## src/rtl/bluetooth_recv_ctrl.sv

```systemverilog
// rtl/bluetooth_recv_ctrl.sv - UART frame receiver: checks header/length/checksum,
// buffers the payload and writes only verified frames into the RX FIFO.
module bluetooth_recv_ctrl #(
   parameter int         MAX_LEN     = 16,
   parameter logic [7:0] HEADER      = 8'hA5,
   parameter int         TIMEOUT_CYC = 50000
) (
   input  logic       clk,
   input  logic       reset_n,
   input  logic       uart_rx_done,
   input  logic [7:0] uart_rx_data,
   input  logic       fifo_full,
   output logic       fifo_wr_req,
   output logic [7:0] fifo_wr_data,
   output logic       frame_ok,
   output logic       frame_err,
   output logic       rx_overrun,
   output logic       busy
);

   localparam int              IW       = (MAX_LEN > 1) ? $clog2(MAX_LEN) : 1;
   localparam int              TW       = $clog2(TIMEOUT_CYC);
   localparam logic [TW-1:0]   TMO_LAST = TW'(TIMEOUT_CYC - 1);
   localparam logic [7:0]      LEN_MAX  = 8'(MAX_LEN);

   typedef enum logic [2:0] {
      S_IDLE,
      S_LEN,
      S_DATA,
      S_CHK,
      S_PUSH
   } state_t;

   state_t        state_q;
   logic [7:0]    len_q;
   logic [7:0]    idx_q;
   logic [7:0]    acc_q;
   logic [TW-1:0] tmo_q;
   logic          fifo_wr_req_q;
   logic [7:0]    fifo_wr_data_q;
   logic          frame_ok_q;
   logic          frame_err_q;
   logic          rx_overrun_q;
   logic [7:0]    buf_q [MAX_LEN];

   logic          in_frame;

   assign in_frame = (state_q == S_LEN) || (state_q == S_DATA) || (state_q == S_CHK);

   // Payload storage is deliberately left out of reset.
   always_ff @(posedge clk) begin
      if (state_q == S_DATA && uart_rx_done) begin
         buf_q[idx_q[IW-1:0]] <= uart_rx_data;
      end
   end

   always_ff @(posedge clk or negedge reset_n) begin
      if (!reset_n) begin
         state_q        <= S_IDLE;
         len_q          <= 8'h00;
         idx_q          <= 8'h00;
         acc_q          <= 8'h00;
         tmo_q          <= '0;
         fifo_wr_req_q  <= 1'b0;
         fifo_wr_data_q <= 8'h00;
         frame_ok_q     <= 1'b0;
         frame_err_q    <= 1'b0;
         rx_overrun_q   <= 1'b0;
      end else begin
         fifo_wr_req_q <= 1'b0;
         frame_ok_q    <= 1'b0;
         frame_err_q   <= 1'b0;
         rx_overrun_q  <= 1'b0;

         case (state_q)
            S_IDLE: begin
               if (uart_rx_done && uart_rx_data == HEADER) begin
                  state_q <= S_LEN;
                  tmo_q   <= '0;
               end
            end
            S_LEN: begin
               if (uart_rx_done) begin
                  if (uart_rx_data != 8'h00 && uart_rx_data <= LEN_MAX) begin
                     len_q   <= uart_rx_data;
                     acc_q   <= uart_rx_data;
                     idx_q   <= 8'h00;
                     state_q <= S_DATA;
                  end else begin
                     frame_err_q <= 1'b1;
                     state_q     <= S_IDLE;
                  end
               end
            end
            S_DATA: begin
               if (uart_rx_done) begin
                  acc_q <= acc_q + uart_rx_data;
                  idx_q <= idx_q + 8'd1;
                  if (idx_q + 8'd1 == len_q) begin
                     state_q <= S_CHK;
                  end
               end
            end
            S_CHK: begin
               if (uart_rx_done) begin
                  if (uart_rx_data == acc_q) begin
                     idx_q   <= 8'h00;
                     state_q <= S_PUSH;
                  end else begin
                     frame_err_q <= 1'b1;
                     state_q     <= S_IDLE;
                  end
               end
            end
            S_PUSH: begin
               rx_overrun_q <= uart_rx_done;
               // A strobe cycle always follows with a gap, so fifo_full is fresh for the next write.
               if (fifo_wr_req_q) begin
                  if (idx_q == len_q) begin
                     frame_ok_q <= 1'b1;
                     state_q    <= S_IDLE;
                  end
               end else if (!fifo_full) begin
                  fifo_wr_req_q  <= 1'b1;
                  fifo_wr_data_q <= buf_q[idx_q[IW-1:0]];
                  idx_q          <= idx_q + 8'd1;
               end
            end
            default: state_q <= S_IDLE;
         endcase

         // A byte arriving on the timeout edge wins over the timeout.
         if (in_frame) begin
            if (uart_rx_done) begin
               tmo_q <= '0;
            end else if (tmo_q == TMO_LAST) begin
               tmo_q       <= '0;
               frame_err_q <= 1'b1;
               state_q     <= S_IDLE;
            end else begin
               tmo_q <= tmo_q + TW'(1);
            end
         end
      end
   end

   assign fifo_wr_req  = fifo_wr_req_q;
   assign fifo_wr_data = fifo_wr_data_q;
   assign frame_ok     = frame_ok_q;
   assign frame_err    = frame_err_q;
   assign rx_overrun   = rx_overrun_q;
   assign busy         = (state_q != S_IDLE);

endmodule

```

## config.mk

```make
export PLATFORM = sky130hd
export DESIGN_NAME = bluetooth_recv_ctrl
export DESIGN_NICKNAME = d
export VERILOG_FILES = /design/src/rtl/bluetooth_recv_ctrl.sv
export SDC_FILE = /design/constraint.sdc
export NUM_CORES = 1
export LEC_CHECK = 0
export ABC_AREA = 0
export CORE_MARGIN = 3
export CORE_UTILIZATION = 55
export CTS_CLUSTER_DIAMETER = 40
export CTS_CLUSTER_SIZE = 40
export DETAILED_ROUTE_END_ITERATION = 8
export PLACE_DENSITY = 0.72
export REMOVE_ABC_BUFFERS = 1
export SETUP_SLACK_MARGIN = 0.02
export SYNTH_ARGS = -nofsm -noshare
export SYNTH_HDL_FRONTEND = slang
export SYNTH_SLANG_ARGS = --single-unit
```

## constraint.sdc

```tcl
create_clock -name clk -period 3.8 [get_ports clk]
set_input_delay 0.76 -clock clk [delete_from_list [all_inputs] [get_ports clk]]
set_output_delay 0.76 -clock clk [all_outputs]
set_load 0.01 [all_outputs]
```

Yosys cells after proc, flatten, opt, wreduce, memory -nomap -nowiden
Memories as Yosys holds them, arrays and structs flattened. A register that Yosys moved wholly into a read port is not among the register bits.
Index checks and enable logic that the tools add are counted.
{"block": "totals", "reg_bits": 47, "latch_bits": 0, "ramBits": 128, "mem_bits_ro": 0, "inputBits": 12, "output_inout_bits": 13, "elab_cells": 97, "n_memories": 1}
{"name": "buf_q", "words": 16, "word_bits": 8, "rd": 1, "rd_ports_with_merged_regs": 1, "wr": 1, "line_no": "44", "text": "logic [7:0] buf_q [MAX_LEN];"}
{"block": "classes", "add_sub_neg": 3, "n_mul": 0, "div": 0, "magnitude_cmp": 1, "n_eq_ne": 16, "shifts": 0, "n_mux": 47, "bitwise_logic": 2, "reduce_logical": 18}
{"operator": "2-to-1 mux 16 bit", "count": 5}
{"operator": "2-to-1 mux 8 bit", "count": 10}
{"operator": "2-to-1 mux 3 bit", "count": 11}
{"operator": "one-hot mux 8 bit (4 select lines)", "count": 1}
{"operator": "== test 8 bit", "count": 3}
{"operator": "adder 16 x 1 -> 16 bit (second input constant)", "count": 1}
{"operator": "== test 16 bit (second input constant)", "count": 1}
{"operator": "2-to-1 mux 1 bit", "count": 16}
{"operator": "one-hot mux 8 bit (2 select lines)", "count": 1}
{"operator": "one-hot mux 3 bit (5 select lines)", "count": 1}
{"operator": "!= test 2 bit (second input constant)", "count": 5}
{"operator": "adder 8 x 1 -> 8 bit (second input constant)", "count": 1}
{"operator": "adder 8 bit", "count": 1}
{"operator": "== test 8 bit (second input constant)", "count": 1}
{"operator": "less-or-equal comparator 8 x 5 -> 1 bit (second input constant)", "count": 1}
{"operator": "AND reduction 8 bit", "count": 1}
{"operator": "nonzero test 8 bit", "count": 1}
{"operator": "== test 3 x 2 -> 1 bit (second input constant)", "count": 2}
{"operator": "AND reduction 3 bit", "count": 2}
{"operator": "nonzero test 2 bit", "count": 3}
{"operator": "!= test 2 x 1 -> 1 bit (second input constant)", "count": 2}
{"operator": "AND reduction 4 bit", "count": 1}
{"operator": "nonzero test 4 bit", "count": 1}
{"operator": "== test 3 x 1 -> 1 bit (second input constant)", "count": 1}
{"operator": "10 further kinds", "count": 14}

Depth between registers and ports, before layout
{"block": "logic_depth", "depth_word": 8, "ltp_mapped": 9, "depth_no_buf": 9}

Worst setup path after synthesis
Ideal clock, no wire load.
{"block": "synth_path", "path_type": "input -> register", "startpoint": "in uart_rx_data[0]", "endpoint": "reg acc_q[6]", "setup_time_ns": 0.122, "arrival_ns": 2.207, "required_time_ns": 3.678, "slack_ns": 1.471, "stages": 9, "path_buffers": 0, "cell_sequence": "ha_1 -> inv_1 -> fa_1 -> nor2b_1 -> o21ai_1 -> a21boi_0 -> o21a_1 -> o21ai_0 -> a32o_1"}
{"block": "synth_via", "elab_chain_cells": 4, "word_cells_on_any_way": 8, "cone_classes": "add/sub (1); order compare (1); eq/ne (1); mux (2); reduce/logical (3)"}
{"item": "from (decl)", "line_no": "11", "text": "input logic [7:0] uart_rx_data,"}
{"item": "less-or-equal comparator 8 x 5 -> 1 bit or nonzero test 8 bit (tied branches)", "line_no": "84", "text": "if (uart_rx_data != 8'h00 && uart_rx_data <= LEN_MAX) begin"}
{"item": "logical AND 1 bit", "line_no": "84"}
{"item": "!= test 2 x 1 -> 1 bit (no line)"}
{"item": "AND reduction 4 bit (no line)"}
{"item": "to (signal assigned)", "line_no": "86", "text": "acc_q <= uart_rx_data;"}
{"item": "to (signal assigned)", "line_no": "97", "text": "acc_q <= acc_q + uart_rx_data;"}
{"item": "to (decl)", "line_no": "37", "text": "logic [7:0] acc_q;"}
Several ways; a longest one is shown, not always the timed one. The select of a mux whose other input is x is not followed.
A chain may end at the register's enable or synchronous reset.

Final worst setup path
{"block": "layout_path", "startpoint": "reg state_q[2]", "endpoint": "out busy"}
{"block": "layout_via", "elab_chain_cells": 1}
{"item": "from (decl)", "line_no": "34", "text": "state_t state_q;"}
{"item": "from (signal assigned)", "line_no": "59", "text": "state_q <= S_IDLE;"}
{"item": "from (signal assigned)", "line_no": "78", "text": "state_q <= S_LEN;"}
{"item": "from (signal assigned)", "line_no": "88", "text": "state_q <= S_DATA;"}
{"item": "nonzero test 3 bit", "line_no": "152", "text": "assign busy = (state_q != S_IDLE);"}
{"item": "to (decl)", "line_no": "18", "text": "output logic busy"}
Every way passes these cells.

==> results.toml <==
[critical_path]
ff2ff_path_depth = 7
crit_path_end_kind = "primary output"
slowest_stage = "dfrtp_1"
crit_fanout = 10
crit_required_ns = 3.04
cpPeakStageDelay_ns = 0.61
worst-setup-path-type = "reg2out"
path_cells = "inv_1 > nand2_1 > clkdlybuf4s50_1"
reg2reg_slack_ns = 1.43
timing.rr.end = "tmo_q[7]"
r2r_start = "tmo_q[0]"
worstPathArrival_ns = 1.98
start_kind = "flop"

[hold_path]
min_to = "tmo_q[15]"
hp-start = "tmo_q[15]"
hold_depth = 1
hp-class = "reg2reg"

[logic_synthesis]
ys_ff_latch = 183
synth-main-ff-cell = "edfxtp_1"
ys_seq_area_frac = 0.635
synth_cell_types = 60
syn_area_um2 = 8220
synth_area_per_cell_um2 = 14.3
ys_async_sr_fraction = 0.301
yosys_warnings = 0
synth_edf_count = 128
syn-instance-count = 577

[cts]
cts-root-buf = "clkbuf_16"
clock_latency_ns = 0.42
cts_buffers = 17
cts_resized = 0
hold_buffers = 0
cts_buffer_depth = 2
cts_tree = "done"
h-tree-depth = 4
cts_sinks = 183
cts_setup_buffers = 0
path_clk_slew_ns = 0.06

[die]
core_um2 = 14600
fp-row-count = 44
io_pins = 25
die_h_um = 128
die-area_um2 = 16500
start_util = 0.564
die_w_um = 128

[layout]
seqCellArea_um2 = 5220
multiInputGateArea_um2 = 2810
syn2layout_area_growth_pct = 13.0
n_antenna_cell = 0
n_fill_cell = 1034
drive_above_1_share = 0.155
fin_nets = 640

[timing]
slew_viol_final = 0
setup_ws_ns = 1.06
tightest_slew_ns = 1.03
hold_violations = 0
min_period_over_period = 0.721
clock.fmax_mhz = 365
finalCriticalPeriod_ns = 2.74
rsz0062_at_grt = "no"
max_slew_margin = 0.314
setup_viol = 0
fin_worst_skew_ns = 0.00642
finalSetupTns_ns = 0

[run_status]
status = "complete, no violations"

[route]
ant_nets = 0
drcViolationCount = 0
routed_via_density = 6.32
vias = 5124
avgRoutedWirePerCell_um = 22.0
drt-initial-drc-count = 601
routed_wl_um = 17800
drt_pre_antenna_iters = 6

[global_routing]
grt_pass1_vias = 5064
grt_pass1_wl_um = 28200
grt_use_total = 0.229
antenna_found_initial = 0
grt_max_degree = 42
overflow = 0

[power_and_ir_drop]
p_leak_nw = 3.43
power_mw = 5.14
powerDensity_nw_per_um2 = 553
ir_drop_v = 0.000454

[place]
dp_slack_ns = 0.738
gp_congestion = 0.891
numPortBuffers = 24
dpl.hpwl_um = 11500

[flow_run]
cap_violations = 0
placed cells by master, fill, tap and decap left out, types with 4 or more instances in the layout:
| cell type | synthesis | layout |
|---|---|---|
| edfxtp_1 | 128 | 128 |
| dfrtp_1 | 55 | 54 |
| o21ai_0 | 39 | 39 |
| nand2_1 | 34 | 34 |
| mux4_2 | 32 | 32 |
| nor2_1 | 30 | 30 |
| a21oi_1 | 23 | 23 |
| clkdlybuf4s50_1 | 0 | 23 |
| nand3_1 | 19 | 19 |
| nor3_1 | 19 | 19 |
| and3_1 | 18 | 18 |
| mux2i_1 | 18 | 18 |
| clkbuf_16 | 0 | 18 |
| buf_4 | 2 | 18 |
| inv_1 | 13 | 13 |
| ha_1 | 13 | 13 |
| xor2_1 | 10 | 10 |
| and2_1 | 10 | 10 |
| o31ai_1 | 9 | 9 |
| nor4_1 | 8 | 8 |
| xnor2_1 | 8 | 8 |
| o21ai_1 | 8 | 8 |
| mux2_2 | 5 | 5 |
| and4_1 | 4 | 4 |
| nand4_1 | 4 | 4 |
| o22ai_1 | 4 | 4 |
logic make-up after synthesis:
family | after synthesis | share of synthesized area
XOR/XNOR | 18 | 0.0192
AO/OA/AOI/OAI | 105 | 0.0770
adder cells (fa/ha/maj) | 14 | 0.0222
multiplexers | 55 | 0.116
flip-flops | 183 | 0.635
AND/OR/NAND/NOR | 164 | 0.107
buffers and inverters | 38 | 0.0237
layout make-up:
class | count | share of cell area
well taps | 184 | 0.0248
inverters | 14 | 0.00579
multi-input cells | 356 | 0.302
clock buffers | 23 | 0.0537
clock inverters | 9 | 0.0120
flip-flops and latches | 183 | 0.562
repair buffers | 42 | 0.0398
worst max-delay path by stage:
stage	from	end
after CTS	state_q[2]	busy
final	state_q[2]	busy
after detailed placement	uart_rx_data[1]	acc_q[6]
after global placement	uart_rx_data[1]	acc_q[6]
after global routing	state_q[2]	busy
after floorplan	idx_q[0]	state_q[0]
stage by stage:
step	hold WS, ns	utilization	cells	area (um2)
2_1_floorplan	0.437	-	553	8080
3_3_place_gp	0.460	0.595	779	8680
3_5_place_dp	0.468	0.595	779	8680
4_1_cts	0.481	0.637	811	9290
5_1_grt	0.511	0.637	811	9290
6_report	0.479	0.637	811	9290
metal layers:
| metal | up-vias | routed length (um) | global-route usage |
|---|---|---|---|
| met1 | 2595 | 7650 | 0.321 |
| met4 | 0 | 333 | 0.0762 |
| met5 | - | 0 | 0 |
| li1 | 2312 | - | - |
| met2 | 188 | 8810 | 0.363 |
| met3 | 29 | 1030 | 0.0475 |
state kept, by name (all words and copies together) (netlist names):
register	flops
idx_q	8
acc_q	8
rx_overrun	1
fifo_wr_req	1
buf_q	128
fifo_wr_data	8
frame_err	1
state_q	3
frame_ok	1
tmo_q	16
len_q	8
report_power, final:
part	internal, mW	leakage [nW]	switching [mW]
logic	0.478	1.24	0.499
clock network	1.06	0.295	0.726
registers	2.21	1.89	0.158
total	3.76	3.43	1.38
synthesized netlist by cell type, drive strengths merged (13+ instances only):
master	count	area, um2
buf	18	119
a21oi	23	115
nor2	31	124
edfxtp	128	3840
nor3	20	111
and3	18	113
inv	13	48.8
mux2i	18	180
mux4	32	721
nand3	20	113
nand2	36	145
o21ai	48	244
dfrtp	55	1380
ha	13	163
critical path: cells and delay by family (launching register included):
family,cells,cell delay [ns]
buffers and inverters,2,0.82
DFF,1,0.61
and+or+nand+nor,1,0.12
(Power assumes the default switching activity.)
